`config.mk`:
```
export PLATFORM = sky130hd
export DESIGN_NAME = ram_fifo_ctrl_flat
export DESIGN_NICKNAME = d
export VERILOG_FILES = /design/src/rtl/ram_fifo_ctrl_if.sv /design/src/rtl/ram_fifo_ctrl.sv /design/src/flat_wrapper.sv
export SDC_FILE = /design/constraint.sdc
export NUM_CORES = 1
export LEC_CHECK = 0
export ABC_AREA = 1
export CELL_PAD_IN_SITES_DETAIL_PLACEMENT = 1
export CELL_PAD_IN_SITES_GLOBAL_PLACEMENT = 1
export CORE_AREA = 8 8 85 87
export CTS_BUF_LIST = sky130_fd_sc_hd__clkbuf_16
export CTS_CLUSTER_SIZE = 8
export DETAILED_ROUTE_END_ITERATION = 12
export DIE_AREA = 0 0 93 95
export PLACE_DENSITY_LB_ADDON = 0.1
export SYNTH_ARGS = -nofsm -noshare
export SYNTH_HDL_FRONTEND = slang
export SYNTH_SLANG_ARGS = --single-unit
```
`constraint.sdc`:
```
create_clock -name clk -period 2.4 [get_ports clk]
set_input_delay 0.36 -clock clk [delete_from_list [all_inputs] [get_ports clk]]
set_output_delay 0.36 -clock clk [all_outputs]
set_load 0.01 [all_outputs]
```
`src/rtl/ram_fifo_ctrl_if.sv`:
```
// Handshake and RAM-port bundle for ram_fifo_ctrl.
// almost_full/almost_empty exist only when FIFO_WATERMARK_EN is defined.
interface ram_fifo_ctrl_if #(
    parameter int DATA_WIDTH   = 16,
    parameter int ADDRESS_SIZE = 3
) ();
    logic                    push;
    logic [DATA_WIDTH-1:0]   push_data;
    logic                    pop;
    logic [DATA_WIDTH-1:0]   pop_data;
    logic                    pop_valid;
    logic                    full;
    logic                    empty;
    logic [ADDRESS_SIZE:0]   count;
    logic                    overflow;
    logic                    underflow;
`ifdef FIFO_WATERMARK_EN
    logic                    almost_full;
    logic                    almost_empty;
`endif
    logic                    ram_we;
    logic [ADDRESS_SIZE-1:0] ram_wr_addr;
    logic [DATA_WIDTH-1:0]   ram_wr_data;
    logic                    ram_re;
    logic [ADDRESS_SIZE-1:0] ram_rd_addr;
    logic [DATA_WIDTH-1:0]   ram_rd_data;

    // Controller side
    modport slave (
`ifdef FIFO_WATERMARK_EN
        output almost_full,
        output almost_empty,
`endif
        input  push,
        input  push_data,
        input  pop,
        input  ram_rd_data,
        output pop_data,
        output pop_valid,
        output full,
        output empty,
        output count,
        output overflow,
        output underflow,
        output ram_we,
        output ram_wr_addr,
        output ram_wr_data,
        output ram_re,
        output ram_rd_addr
    );

    // Producer/consumer and RAM side
    modport master (
`ifdef FIFO_WATERMARK_EN
        input  almost_full,
        input  almost_empty,
`endif
        output push,
        output push_data,
        output pop,
        output ram_rd_data,
        input  pop_data,
        input  pop_valid,
        input  full,
        input  empty,
        input  count,
        input  overflow,
        input  underflow,
        input  ram_we,
        input  ram_wr_addr,
        input  ram_wr_data,
        input  ram_re,
        input  ram_rd_addr
    );
endinterface

```
`src/rtl/ram_fifo_ctrl.sv`:
```
// FIFO controller driving an external dual-port RAM with wrap-flag pointers.
// Optional FIFO_WATERMARK_EN adds almost_full/almost_empty outputs.
module ram_fifo_ctrl #(
    parameter int DATA_WIDTH    = 16,
    parameter int ADDRESS_SIZE  = 3,
    parameter int ADDRESS_DEPTH = 8
) (
    input  logic             clk,
    input  logic             rst,
    ram_fifo_ctrl_if.slave   bus
);
    localparam int PW = ADDRESS_SIZE + 1;
    localparam logic [PW-1:0] DEPTH_L = PW'(ADDRESS_DEPTH);

    logic [PW-1:0]         r_wr_ptr;
    logic [PW-1:0]         r_rd_ptr;
    logic [DATA_WIDTH-1:0] r_pop_data;
    logic                  r_pop_valid;
    logic                  r_overflow;
    logic                  r_underflow;

    logic [PW-1:0]         w_wr_ptr_nxt;
    logic [PW-1:0]         w_rd_ptr_nxt;
    logic [DATA_WIDTH-1:0] w_pop_data_nxt;
    logic                  w_pop_valid_nxt;
    logic                  w_overflow_nxt;
    logic                  w_underflow_nxt;

    logic [PW-1:0]         w_count;
    logic                  w_full;
    logic                  w_empty;
    logic                  w_push_ok;
    logic                  w_pop_ok;

    // Occupancy is the modular pointer difference; with a power-of-two
    // depth, count == depth is exactly "low bits equal, wrap flags differ".
    assign w_count = r_wr_ptr - r_rd_ptr;
    assign w_empty = (r_wr_ptr == r_rd_ptr);
    assign w_full  = (w_count == DEPTH_L);

    // Accept decisions look only at registered state, so a same-cycle
    // pop never frees room for a push and vice versa.
    assign w_push_ok = bus.push & ~w_full;
    assign w_pop_ok  = bus.pop  & ~w_empty;

    assign bus.ram_we      = w_push_ok;
    assign bus.ram_wr_addr = r_wr_ptr[ADDRESS_SIZE-1:0];
    assign bus.ram_wr_data = bus.push_data;
    assign bus.ram_re      = w_pop_ok;
    assign bus.ram_rd_addr = r_rd_ptr[ADDRESS_SIZE-1:0];

    assign bus.pop_data  = r_pop_data;
    assign bus.pop_valid = r_pop_valid;
    assign bus.full      = w_full;
    assign bus.empty     = w_empty;
    assign bus.count     = w_count;
    assign bus.overflow  = r_overflow;
    assign bus.underflow = r_underflow;

`ifdef FIFO_WATERMARK_EN
    assign bus.almost_full  = (w_count >= DEPTH_L - PW'(1));
    assign bus.almost_empty = (w_count <= PW'(1));
`endif

    // Next-state: pointer advance, read-data capture and sticky errors
    always_comb begin
        w_wr_ptr_nxt    = r_wr_ptr;
        w_rd_ptr_nxt    = r_rd_ptr;
        w_pop_data_nxt  = r_pop_data;
        w_pop_valid_nxt = 1'b0;
        w_overflow_nxt  = r_overflow;
        w_underflow_nxt = r_underflow;

        if (w_push_ok) begin
            w_wr_ptr_nxt = r_wr_ptr + PW'(1);
        end else if (bus.push) begin
            w_overflow_nxt = 1'b1;
        end

        if (w_pop_ok) begin
            w_rd_ptr_nxt    = r_rd_ptr + PW'(1);
            w_pop_data_nxt  = bus.ram_rd_data;
            w_pop_valid_nxt = 1'b1;
        end else if (bus.pop) begin
            w_underflow_nxt = 1'b1;
        end
    end

    // State registers with asynchronous reset; RAM contents are untouched
    always_ff @(posedge clk or posedge rst) begin
        if (rst) begin
            r_wr_ptr    <= '0;
            r_rd_ptr    <= '0;
            r_pop_data  <= '0;
            r_pop_valid <= 1'b0;
            r_overflow  <= 1'b0;
            r_underflow <= 1'b0;
        end else begin
            r_wr_ptr    <= w_wr_ptr_nxt;
            r_rd_ptr    <= w_rd_ptr_nxt;
            r_pop_data  <= w_pop_data_nxt;
            r_pop_valid <= w_pop_valid_nxt;
            r_overflow  <= w_overflow_nxt;
            r_underflow <= w_underflow_nxt;
        end
    end
endmodule

```
`src/flat_wrapper.sv`:
```
// flat-port wrapper written by rule: the top's interface ports become plain ports
module ram_fifo_ctrl_flat 
#(
    parameter int DATA_WIDTH    = 16,
    parameter int ADDRESS_SIZE  = 3,
    parameter int ADDRESS_DEPTH = 8
)
  (clk, rst, bus_push, bus_push_data, bus_pop, bus_ram_rd_data, bus_pop_data, bus_pop_valid, bus_full, bus_empty, bus_count, bus_overflow, bus_underflow, bus_ram_we, bus_ram_wr_addr, bus_ram_wr_data, bus_ram_re, bus_ram_rd_addr);
  ram_fifo_ctrl_if #(.DATA_WIDTH(DATA_WIDTH), .ADDRESS_SIZE(ADDRESS_SIZE)) bus_i ();
  input  logic clk;
  input  logic rst;
  input wire logic [$bits(bus_i.push)-1:0] bus_push;
  input wire logic [$bits(bus_i.push_data)-1:0] bus_push_data;
  input wire logic [$bits(bus_i.pop)-1:0] bus_pop;
  input wire logic [$bits(bus_i.ram_rd_data)-1:0] bus_ram_rd_data;
  output wire logic [$bits(bus_i.pop_data)-1:0] bus_pop_data;
  output wire logic [$bits(bus_i.pop_valid)-1:0] bus_pop_valid;
  output wire logic [$bits(bus_i.full)-1:0] bus_full;
  output wire logic [$bits(bus_i.empty)-1:0] bus_empty;
  output wire logic [$bits(bus_i.count)-1:0] bus_count;
  output wire logic [$bits(bus_i.overflow)-1:0] bus_overflow;
  output wire logic [$bits(bus_i.underflow)-1:0] bus_underflow;
  output wire logic [$bits(bus_i.ram_we)-1:0] bus_ram_we;
  output wire logic [$bits(bus_i.ram_wr_addr)-1:0] bus_ram_wr_addr;
  output wire logic [$bits(bus_i.ram_wr_data)-1:0] bus_ram_wr_data;
  output wire logic [$bits(bus_i.ram_re)-1:0] bus_ram_re;
  output wire logic [$bits(bus_i.ram_rd_addr)-1:0] bus_ram_rd_addr;
  assign bus_i.push = bus_push;
  assign bus_i.push_data = bus_push_data;
  assign bus_i.pop = bus_pop;
  assign bus_i.ram_rd_data = bus_ram_rd_data;
  assign bus_pop_data = bus_i.pop_data;
  assign bus_pop_valid = bus_i.pop_valid;
  assign bus_full = bus_i.full;
  assign bus_empty = bus_i.empty;
  assign bus_count = bus_i.count;
  assign bus_overflow = bus_i.overflow;
  assign bus_underflow = bus_i.underflow;
  assign bus_ram_we = bus_i.ram_we;
  assign bus_ram_wr_addr = bus_i.ram_wr_addr;
  assign bus_ram_wr_data = bus_i.ram_wr_data;
  assign bus_ram_re = bus_i.ram_re;
  assign bus_ram_rd_addr = bus_i.ram_rd_addr;
  ram_fifo_ctrl #(.DATA_WIDTH(DATA_WIDTH), .ADDRESS_SIZE(ADDRESS_SIZE), .ADDRESS_DEPTH(ADDRESS_DEPTH)) u_core (.clk(clk), .rst(rst), .bus(bus_i));
endmodule
```
Word level (Yosys, flattened, before mapping):

Index checks and enable logic that the tools add are counted.

* bits of input ports: 36
* flip-flop bits (word level): 27
* logic and storage cells: 20

* add/sub/neg operators: 3
* bitwise gates (word level): 6
* muxes and demuxes: 1
* reduce and logical (&&, ||, !) cells: 2
* equal/unequal tests: 2

Operators with widths (count)
* 4-bit by 1-bit adder with 4-bit output, second input constant: 2
* 4-bit == test: 1
* 4-bit == test, second input constant: 1
* 1-bit NOT: 4
* 2-bit AND reduction: 2
* 4-bit subtractor: 1
* 1-bit AND: 2
* 1-bit 2-to-1 mux: 1

Logic depth before layout (Yosys ltp):

Gate-level depths: netlist of run 1.

* word-level depth: 6
* depth in mapped cells: 11
* mapped depth without buffers: 11

Least setup slack after synthesis of run 1:

Ideal clock, no wire load.

* path type: flip-flop to output port
* start: register u_core.r_rd_ptr[0]
* end: output port bus_ram_we
* data required time: 2.040 ns
* path slack: 0.447 ns
* data arrival time: 1.593 ns
* stages on the path, launching flop included: 8
* cell sequence: dfrtp_1 ha_1 fa_1 nand2_1 nor2_2 nand3_4 nand2_4 inv_1

* cells in the longest elaborated chain, start to end: 4

RTL lines
* from (decl): line ram_fifo_ctrl.sv:16 `logic [PW-1:0] r_rd_ptr;`
* from (signal assigned): line ram_fifo_ctrl.sv:100 `r_rd_ptr <= w_rd_ptr_nxt;`
* 4-bit subtractor: line ram_fifo_ctrl.sv:37 `assign w_count = r_wr_ptr - r_rd_ptr;`
* 4-bit == test: line ram_fifo_ctrl.sv:39 `assign w_full = (w_count == DEPTH_L);`
* 1-bit NOT: line ram_fifo_ctrl.sv:43 `assign w_push_ok = bus.push & ~w_full;`
* 1-bit AND: line ram_fifo_ctrl.sv:43
* to (decl): line flat_wrapper.sv:23 `output wire logic [$bits(bus_i.ram_we)-1:0] bus_ram_we;`

Every way passes these cells.

Worst setup path in the final report of run 1:

* start: register u_core.r_wr_ptr[0]
* end: output port bus_count[1]

* cells in the longest elaborated chain, start to end: 1

RTL lines
* from (decl): line ram_fifo_ctrl.sv:15 `logic [PW-1:0] r_wr_ptr;`
* from (signal assigned): line ram_fifo_ctrl.sv:99 `r_wr_ptr <= w_wr_ptr_nxt;`
* 4-bit subtractor: line ram_fifo_ctrl.sv:37
* to (decl): line flat_wrapper.sv:20 `output wire logic [$bits(bus_i.count)-1:0] bus_count;`

Every way passes these cells.

==> results.sh, run 1 <==
export IMPL_drt_iter0_drc=14
export IMPL_dp_slack_ns=-0.02441
export IMPL_regArea_um2=675.6
export IMPL_place_gp_congestion=0.6847
export IMPL_grt_setup_unrepaired="no"
export IMPL_total_power_w=0.003151
export IMPL_ys_types=20
export IMPL_synth_compound_area_frac=0.01171
export IMPL_num_antenna_cells=0
export IMPL_status="complete, no violations"
export IMPL_fillers=707
export IMPL_end_kind="output port"
export IMPL_skew_ns=0.001963
export IMPL_antenna_found_initial=0
export IMPL_dpl_hpwl_um=3319
export IMPL_avgViaCountPerCell=4.007
export IMPL_multi_input_area_um2=556.8
export IMPL_ioPinCount=85
export IMPL_final_nets=263
export IMPL_overflow=0
export IMPL_avgSynthCellArea_um2=8.502
export IMPL_first_pass_iters=4
export IMPL_worst_setup_path_start_kind="flip-flop"
export IMPL_crit_chain="inv_1 -> ha_2 -> fa_1 -> inv_1 -> clkdlybuf4s50_1"
export IMPL_placementRows=28
export IMPL_die_height_um=95
export IMPL_slew_viol_final=0
export IMPL_cp_max_fo=2
export IMPL_vias=1182
export IMPL_slowest_delay_ns=0.53
export IMPL_worstPathBufferInverterCount=3
export IMPL_ctsHtreeMaxLevel=1
export IMPL_drive_gt1_frac=0.1500
export IMPL_clockBufferDepth=2
export IMPL_swShare=0.4007
export IMPL_pwr_share_clk=0.119
export IMPL_yosysSeqAreaShare=0.4515
export IMPL_setup_viol=0
export IMPL_p_leak_nw=1.065
export IMPL_synthSimpleGateAreaFrac=0.2726
export IMPL_synthesis_area_um2=1496
export IMPL_grt_usage=0.09639
export IMPL_fin_ws_ns=0.09151
export IMPL_yosys_area_share_adder=0.05518
export IMPL_p_int_w=0.001888
export IMPL_hold_buffers=0
export IMPL_portBuffers=52
export IMPL_cap_violations=0
export IMPL_critPathTopFamily="buffers and inverters"
export IMPL_grt_max_degree=22
export IMPL_muxShareOfSynthArea=0
export IMPL_power_density_nw_per_um2=1502
export IMPL_cts_sinks=27
export IMPL_insertion_delay_ns=0.26
export IMPL_hold_class="in2async"
export IMPL_grt_pass1_wl_um=6755
export IMPL_hold_slack_ns=0.4115
export IMPL_hold_viol=0
export IMPL_min_period_over_period=0.9619
export IMPL_syn_nets=218
export IMPL_power_frac_seq=0.252
export IMPL_grt_pass1_vias=1380
export IMPL_fp_dieArea_um2=8835
export IMPL_p_comb_frac=0.629
export IMPL_initial_core_util=0.2573
export IMPL_antenna_left=0
export IMPL_drc=0
export IMPL_slowest_stage="clkdlybuf4s50_1"
export IMPL_syn2layout_area_growth_pct=40.13
export IMPL_path_clk_slew_ns=0.06
export IMPL_core_um2=5816
export IMPL_critical_path_class="reg2out"
export IMPL_ys_seq_elements=27
export IMPL_worst_pin_slew_ns=0.4664
export IMPL_yosys_warnings=0
export IMPL_synthXorXnorAreaFrac=0.02341
export IMPL_crit_arrival_ns=1.95
export IMPL_period_needed_ns=2.308
export IMPL_wl_um=4123
export IMPL_root_buffer="clkbuf_16"
export IMPL_netlist_instances=176
export IMPL_cp_required_ns=2.04
export IMPL_peakVddDrop_mv=0.6540
export IMPL_max_slew_margin=0.6887
export IMPL_dieWidth_um=93
export IMPL_fmax_ghz=0.4332
export IMPL_wl_per_cell_um=13.98
export IMPL_synth_top_family_by_area="simple AND/OR/NAND/NOR gates"
export IMPL_p_sw_w=0.001262
export IMPL_crit_top_cell="inv_1"
export IMPL_cts_made_buffers=3
export IMPL_cts_tree="built"
Yosys cell counts (all sizes together):
cell type	n	area, um^2
nand2	79	316.5
dfrtp	27	675.7
buf	26	206.5
inv	19	71.31
nand3	9	57.56
ha	5	62.56
xor2	3	26.28
a21o	1	7.510
a21oi	1	5.000
and2	1	6.260
fa	1	20.02
nand4	1	21.27
nor2	1	6.260
o21ai	1	5.000
xnor2	1	8.760
layer usage:
layer	track usage	up-vias	share of wire
li1	-	592	-
met1	0.09850	537	0.40
met4	0.04966	0	0.024
met3	0.03810	17	0.086
met5	0	-	0
met2	0.1680	36	0.49
repair_timing:
item / CTS / global route
setup endpoints to repair: 3 / 4
setup buffers: 1 / 0
hold endpoints to repair: 0 / 0
resized for setup: 9 / 4
pin swaps: 4 / 1
metrics by stage:
step | setup TNS (ns) | cell area (um^2) | instances | utilization
2_1_floorplan | 0 | 1496 | 176 | -
4_1_cts | 0 | 2092 | 295 | 0.3597
3_3_place_gp | 0 | 2002 | 290 | 0.3442
6_report | 0 | 2097 | 295 | 0.3606
5_1_grt | 0 | 2097 | 295 | 0.3606
3_5_place_dp | -0.02441 | 2002 | 290 | 0.3442
path summary, 6_finish.rpt:
path / start / end / slack (ns) / depth (start not counted)
min: rst / u_core.bus.pop_data[4]$_DFFE_PP0P_ / 0.41 / 2
max reg2reg: u_core.r_wr_ptr[0]$_DFFE_PP0P_ / u_core.r_wr_ptr[3]$_DFFE_PP0P_ / 0.58 / 9
min in group clk: u_core.bus.underflow$_DFFE_PP0P_ / u_core.bus.underflow$_DFFE_PP0P_ / 0.47 / 1
max: u_core.r_wr_ptr[0]$_DFFE_PP0P_ / bus_count[1] / 0.09 / 5
max in group asynchronous: rst / u_core.bus.pop_data[15]$_DFFE_PP0P_ / 1.49 / 3
min reg2reg: u_core.bus.underflow$_DFFE_PP0P_ / u_core.bus.underflow$_DFFE_PP0P_ / 0.47 / 1
layout make-up:
cell class | instances | area share
Clock buffer | 3 | 0.03580
Clock inverter | 1 | 0.001790
Inverter | 19 | 0.03401
Multi-Input combinational cell | 104 | 0.2655
Sequential cell | 27 | 0.3222
Tap cell | 75 | 0.04475
Timing Repair Buffer | 66 | 0.2959
cells by family (layout without fill, tap and decap cells):
| family | Yosys count | after routing |
|---|---|---|
| flops | 27 | 27 |
| fa+ha+maj | 6 | 6 |
| simple gates | 91 | 91 |
| buf+inv | 45 | 89 |
| compound gates | 3 | 3 |
| xor+xnor | 4 | 4 |
power by group through the flow:
stage	combinational (W)	clock (W)	sequential [W]
4_1_cts	0.00205	0.000390	0.000800
6_report	0.00198	0.000374	0.000795
5_1_grt	0.00221	0.000405	0.000822
3_5_place_dp	0.00202	0	0.000804
2_1_floorplan	0.00100	0	0.000891
3_3_place_gp	0.00195	0	0.000799
cells in the final DEF (no fill, tap or decap), types with 2 or more instances in the layout:
cell             count
dfrtp_1             27
ha_1                 3
nand2_4              2
clkbuf_16            3
inv_1               16
xor2_1               3
clkdlybuf4s50_1     48
nand2_1             75
buf_4               14
nand2_2              2
inv_2                4
ha_2                 2
dlymetal6s2s_1       2
nand3_1              8
flip-flops by register name, indices dropped and copies added (netlist names):
name	count
u_core.bus.underflow	1
u_core.bus.pop_data	16
u_core.r_rd_ptr	4
u_core.bus.overflow	1
u_core.bus.pop_valid	1
u_core.r_wr_ptr	4
(Power assumes the default switching activity.)
==> inputs of run 2 (changes only) <==
--- a/config.mk
+++ b/config.mk
@@ -7,12 +7,12 @@
 export LEC_CHECK = 0
 export ABC_AREA = 1
 export CELL_PAD_IN_SITES_DETAIL_PLACEMENT = 1
-export CELL_PAD_IN_SITES_GLOBAL_PLACEMENT = 1
-export CORE_AREA = 8 8 85 87
-export CTS_BUF_LIST = sky130_fd_sc_hd__clkbuf_16
+export CELL_PAD_IN_SITES_GLOBAL_PLACEMENT = 2
+export CORE_AREA = 8 8 94 96
+export CTS_BUF_LIST = sky130_fd_sc_hd__clkbuf_2
 export CTS_CLUSTER_SIZE = 8
 export DETAILED_ROUTE_END_ITERATION = 12
-export DIE_AREA = 0 0 93 95
+export DIE_AREA = 0 0 102 104
 export PLACE_DENSITY_LB_ADDON = 0.1
 export SYNTH_ARGS = -nofsm -noshare
 export SYNTH_HDL_FRONTEND = slang
==> run 2 against run 1 <==
Effect of this change:
- the run now ends with negative setup slack left
- final area is 2.0% higher
- combinational power up 8%
- sequential share of layout area down 0.62 points
- clock skew is 0.0034 ns higher
- flip-flop and latch count unchanged
- routed wire length up 10%
- critical path depth rose by 3
- setup slack lost 0.11 ns
- maximum frequency fell by 4.7%
- register-to-register slack worse by 0.08 ns
- total power fell by 1.2%
- largest power group unchanged
- highest routed layer unchanged
==> results.sh, run 2 (same netlist as run 1, synthesis figures left out) <==
export IMPL_status="finished, violations left"
export IMPL_violations="negative setup slack"
export IMPL_power_density_nw_per_um2=1456
export IMPL_p_comb_frac=0.683
export IMPL_worstPathBufferInverterCount=2
export IMPL_end_kind="output port"
export IMPL_grt_pass1_vias=1472
export IMPL_slowest_delay_ns=0.51
export IMPL_critical_path_class="reg2out"
export IMPL_final_common_cell="nand2_1"
export IMPL_p_sw_w=0.001318
export IMPL_dp_slack_ns=-0.02894
export IMPL_overflow=0
export IMPL_layout_common_cells="nand2_1, clkdlybuf4s50_1, dfrtp_1"
export IMPL_largest_reg_flops=16
export IMPL_initial_core_util=0.2009
export IMPL_slowest_stage="fa_1"
export IMPL_cp_max_fo=3
export IMPL_slew_viol_final=0
export IMPL_final_nets=268
export IMPL_cts_tree="built"
export IMPL_wl_per_cell_um=13.88
export IMPL_min_period_over_period=1.009
export IMPL_syn2layout_area_growth_pct=42.89
export IMPL_p_leak_nw=1.070
export IMPL_grt_setup_unrepaired="yes"
export IMPL_clockBufferDepth=2
export IMPL_cap_violations=0
export IMPL_hold_buffers=0
export IMPL_dpl_hpwl_um=3565
export IMPL_ioPinCount=85
export IMPL_num_antenna_cells=0
export IMPL_crit_chain="ha_4 -> fa_1 -> nand2_1 -> nor2_2 -> nand3_4 -> nand2_4 -> inv_2 -> buf_6"
export IMPL_final_cell_area_um2=2138
export IMPL_grt_usage=0.08916
export IMPL_fin_ws_ns=-0.02114
export IMPL_antenna_left=0
export IMPL_path_clk_slew_ns=0.27
export IMPL_cts_sinks=27
export IMPL_fmax_ghz=0.4130
export IMPL_tns_ns=-0.02114
export IMPL_die_height_um=104
export IMPL_portBuffers=52
export IMPL_critPathLaunch="u_core.r_rd_ptr[0]$_DFFE_PP0P_"
export IMPL_antenna_found_initial=0
export IMPL_swShare=0.4235
export IMPL_drc=0
export IMPL_place_area_um2=2028
export IMPL_first_pass_iters=3
export IMPL_root_buffer="clkbuf_2"
export IMPL_ctsHtreeMaxLevel=1
export IMPL_core_um2=7447
export IMPL_worst_setup_path_start_kind="flip-flop"
export IMPL_place_gp_congestion=0.7132
export IMPL_final_util=0.2871
export IMPL_critPathTopFamily="adder cells"
export IMPL_vias=1255
export IMPL_pwr_share_clk=0.060
export IMPL_drt_iter0_drc=22
export IMPL_power_frac_seq=0.257
export IMPL_crit_arrival_ns=2.06
export IMPL_insertion_delay_ns=0.36
export IMPL_max_slew_margin=0.7550
export IMPL_rr_startpoint="u_core.r_rd_ptr[0]$_DFFE_PP0P_"
export IMPL_fillers=915
export IMPL_grt_pass1_wl_um=7562
export IMPL_setup_viol=1
export IMPL_skew_ns=0.005325
export IMPL_placementRows=32
export IMPL_cts_made_buffers=3
export IMPL_cp_required_ns=2.04
export IMPL_worst_pin_slew_ns=0.3675
export IMPL_grt_max_degree=28
export IMPL_wl_um=4539
export IMPL_p_int_w=0.001795
export IMPL_avgViaCountPerCell=3.838
export IMPL_fp_dieArea_um2=10610
export IMPL_hold_class="in2async"
export IMPL_hold_viol=0
export IMPL_period_needed_ns=2.421
export IMPL_total_power_w=0.003113
export IMPL_cp_num_cells=8
export IMPL_dieWidth_um=102
export IMPL_drive_gt1_frac=0.1867
export IMPL_rr_worst_depth=10
export IMPL_peakVddDrop_mv=0.3306
==> run 2: path summary, 6_finish.rpt <==
| path | endpoint | slack (ns) |
|---|---|---|
| worst max-delay path | bus_ram_we | -0.02 |
| worst min register to register | u_core.bus.overflow$_DFFE_PP0P_ | 0.51 |
| min in group clk | u_core.bus.pop_data[7]$_DFFE_PP0P_ | 0.49 |
| worst max register to register | u_core.r_wr_ptr[3]$_DFFE_PP0P_ | 0.50 |
| max in group asynchronous | u_core.r_rd_ptr[0]$_DFFE_PP0P_ | 1.83 |
| worst min-delay path | u_core.bus.underflow$_DFFE_PP0P_ | 0.31 |
==> run 2: final cells by class <==
type,instances,area [um^2],area share
well taps,102,127.6,0.05968
multi-input cells,104,576.8,0.2697
repair buffers,71,666.9,0.3119
inverters,19,71.32,0.03335
flip-flops and latches,27,675.6,0.3160
clock buffers,4,20.02,0.009362
==> run 2: metrics by stage <==
stage          cells  hold WS, ns
6_report         327       0.3121
5_1_grt          327       0.3221
4_1_cts          326       0.2982
3_5_place_dp     316       0.4474
3_3_place_gp     316       0.4431
2_1_floorplan    176       0.4127
==> run 2: power by group through the flow <==
stage	clock network (W)	logic (W)	registers [W]
2_1_floorplan	0	0.00100	0.000891
3_3_place_gp	0	0.00199	0.000800
3_5_place_dp	0	0.00203	0.000812
4_1_cts	0.000201	0.00212	0.000805
5_1_grt	0.000212	0.00236	0.000834
6_report	0.000185	0.00213	0.000801
==> run 2: per-layer routing <==
layer | up-vias | track usage | wire, um
met1 | 591 | 0.1017 | 1819
met3 | 8 | 0.03614 | 425
li1 | 601 | - | -
met5 | - | 0 | 0
met4 | 0 | 0.02518 | 38
met2 | 55 | 0.1477 | 2255
==> run 2: timing repair <==
item                                    4_1_cts  5_1_grt
gates resized for setup                      20        4
pin swaps                                     5        4
setup buffers                                 6        1
hold endpoints to repair                      0        0
endpoints found under the setup margin        7        5
==> run 2: worst min-delay path: stages <==
cell and delay (ns):
clkdlybuf4s50_1 0.39, inv_1 0.05, buf_4 0.34
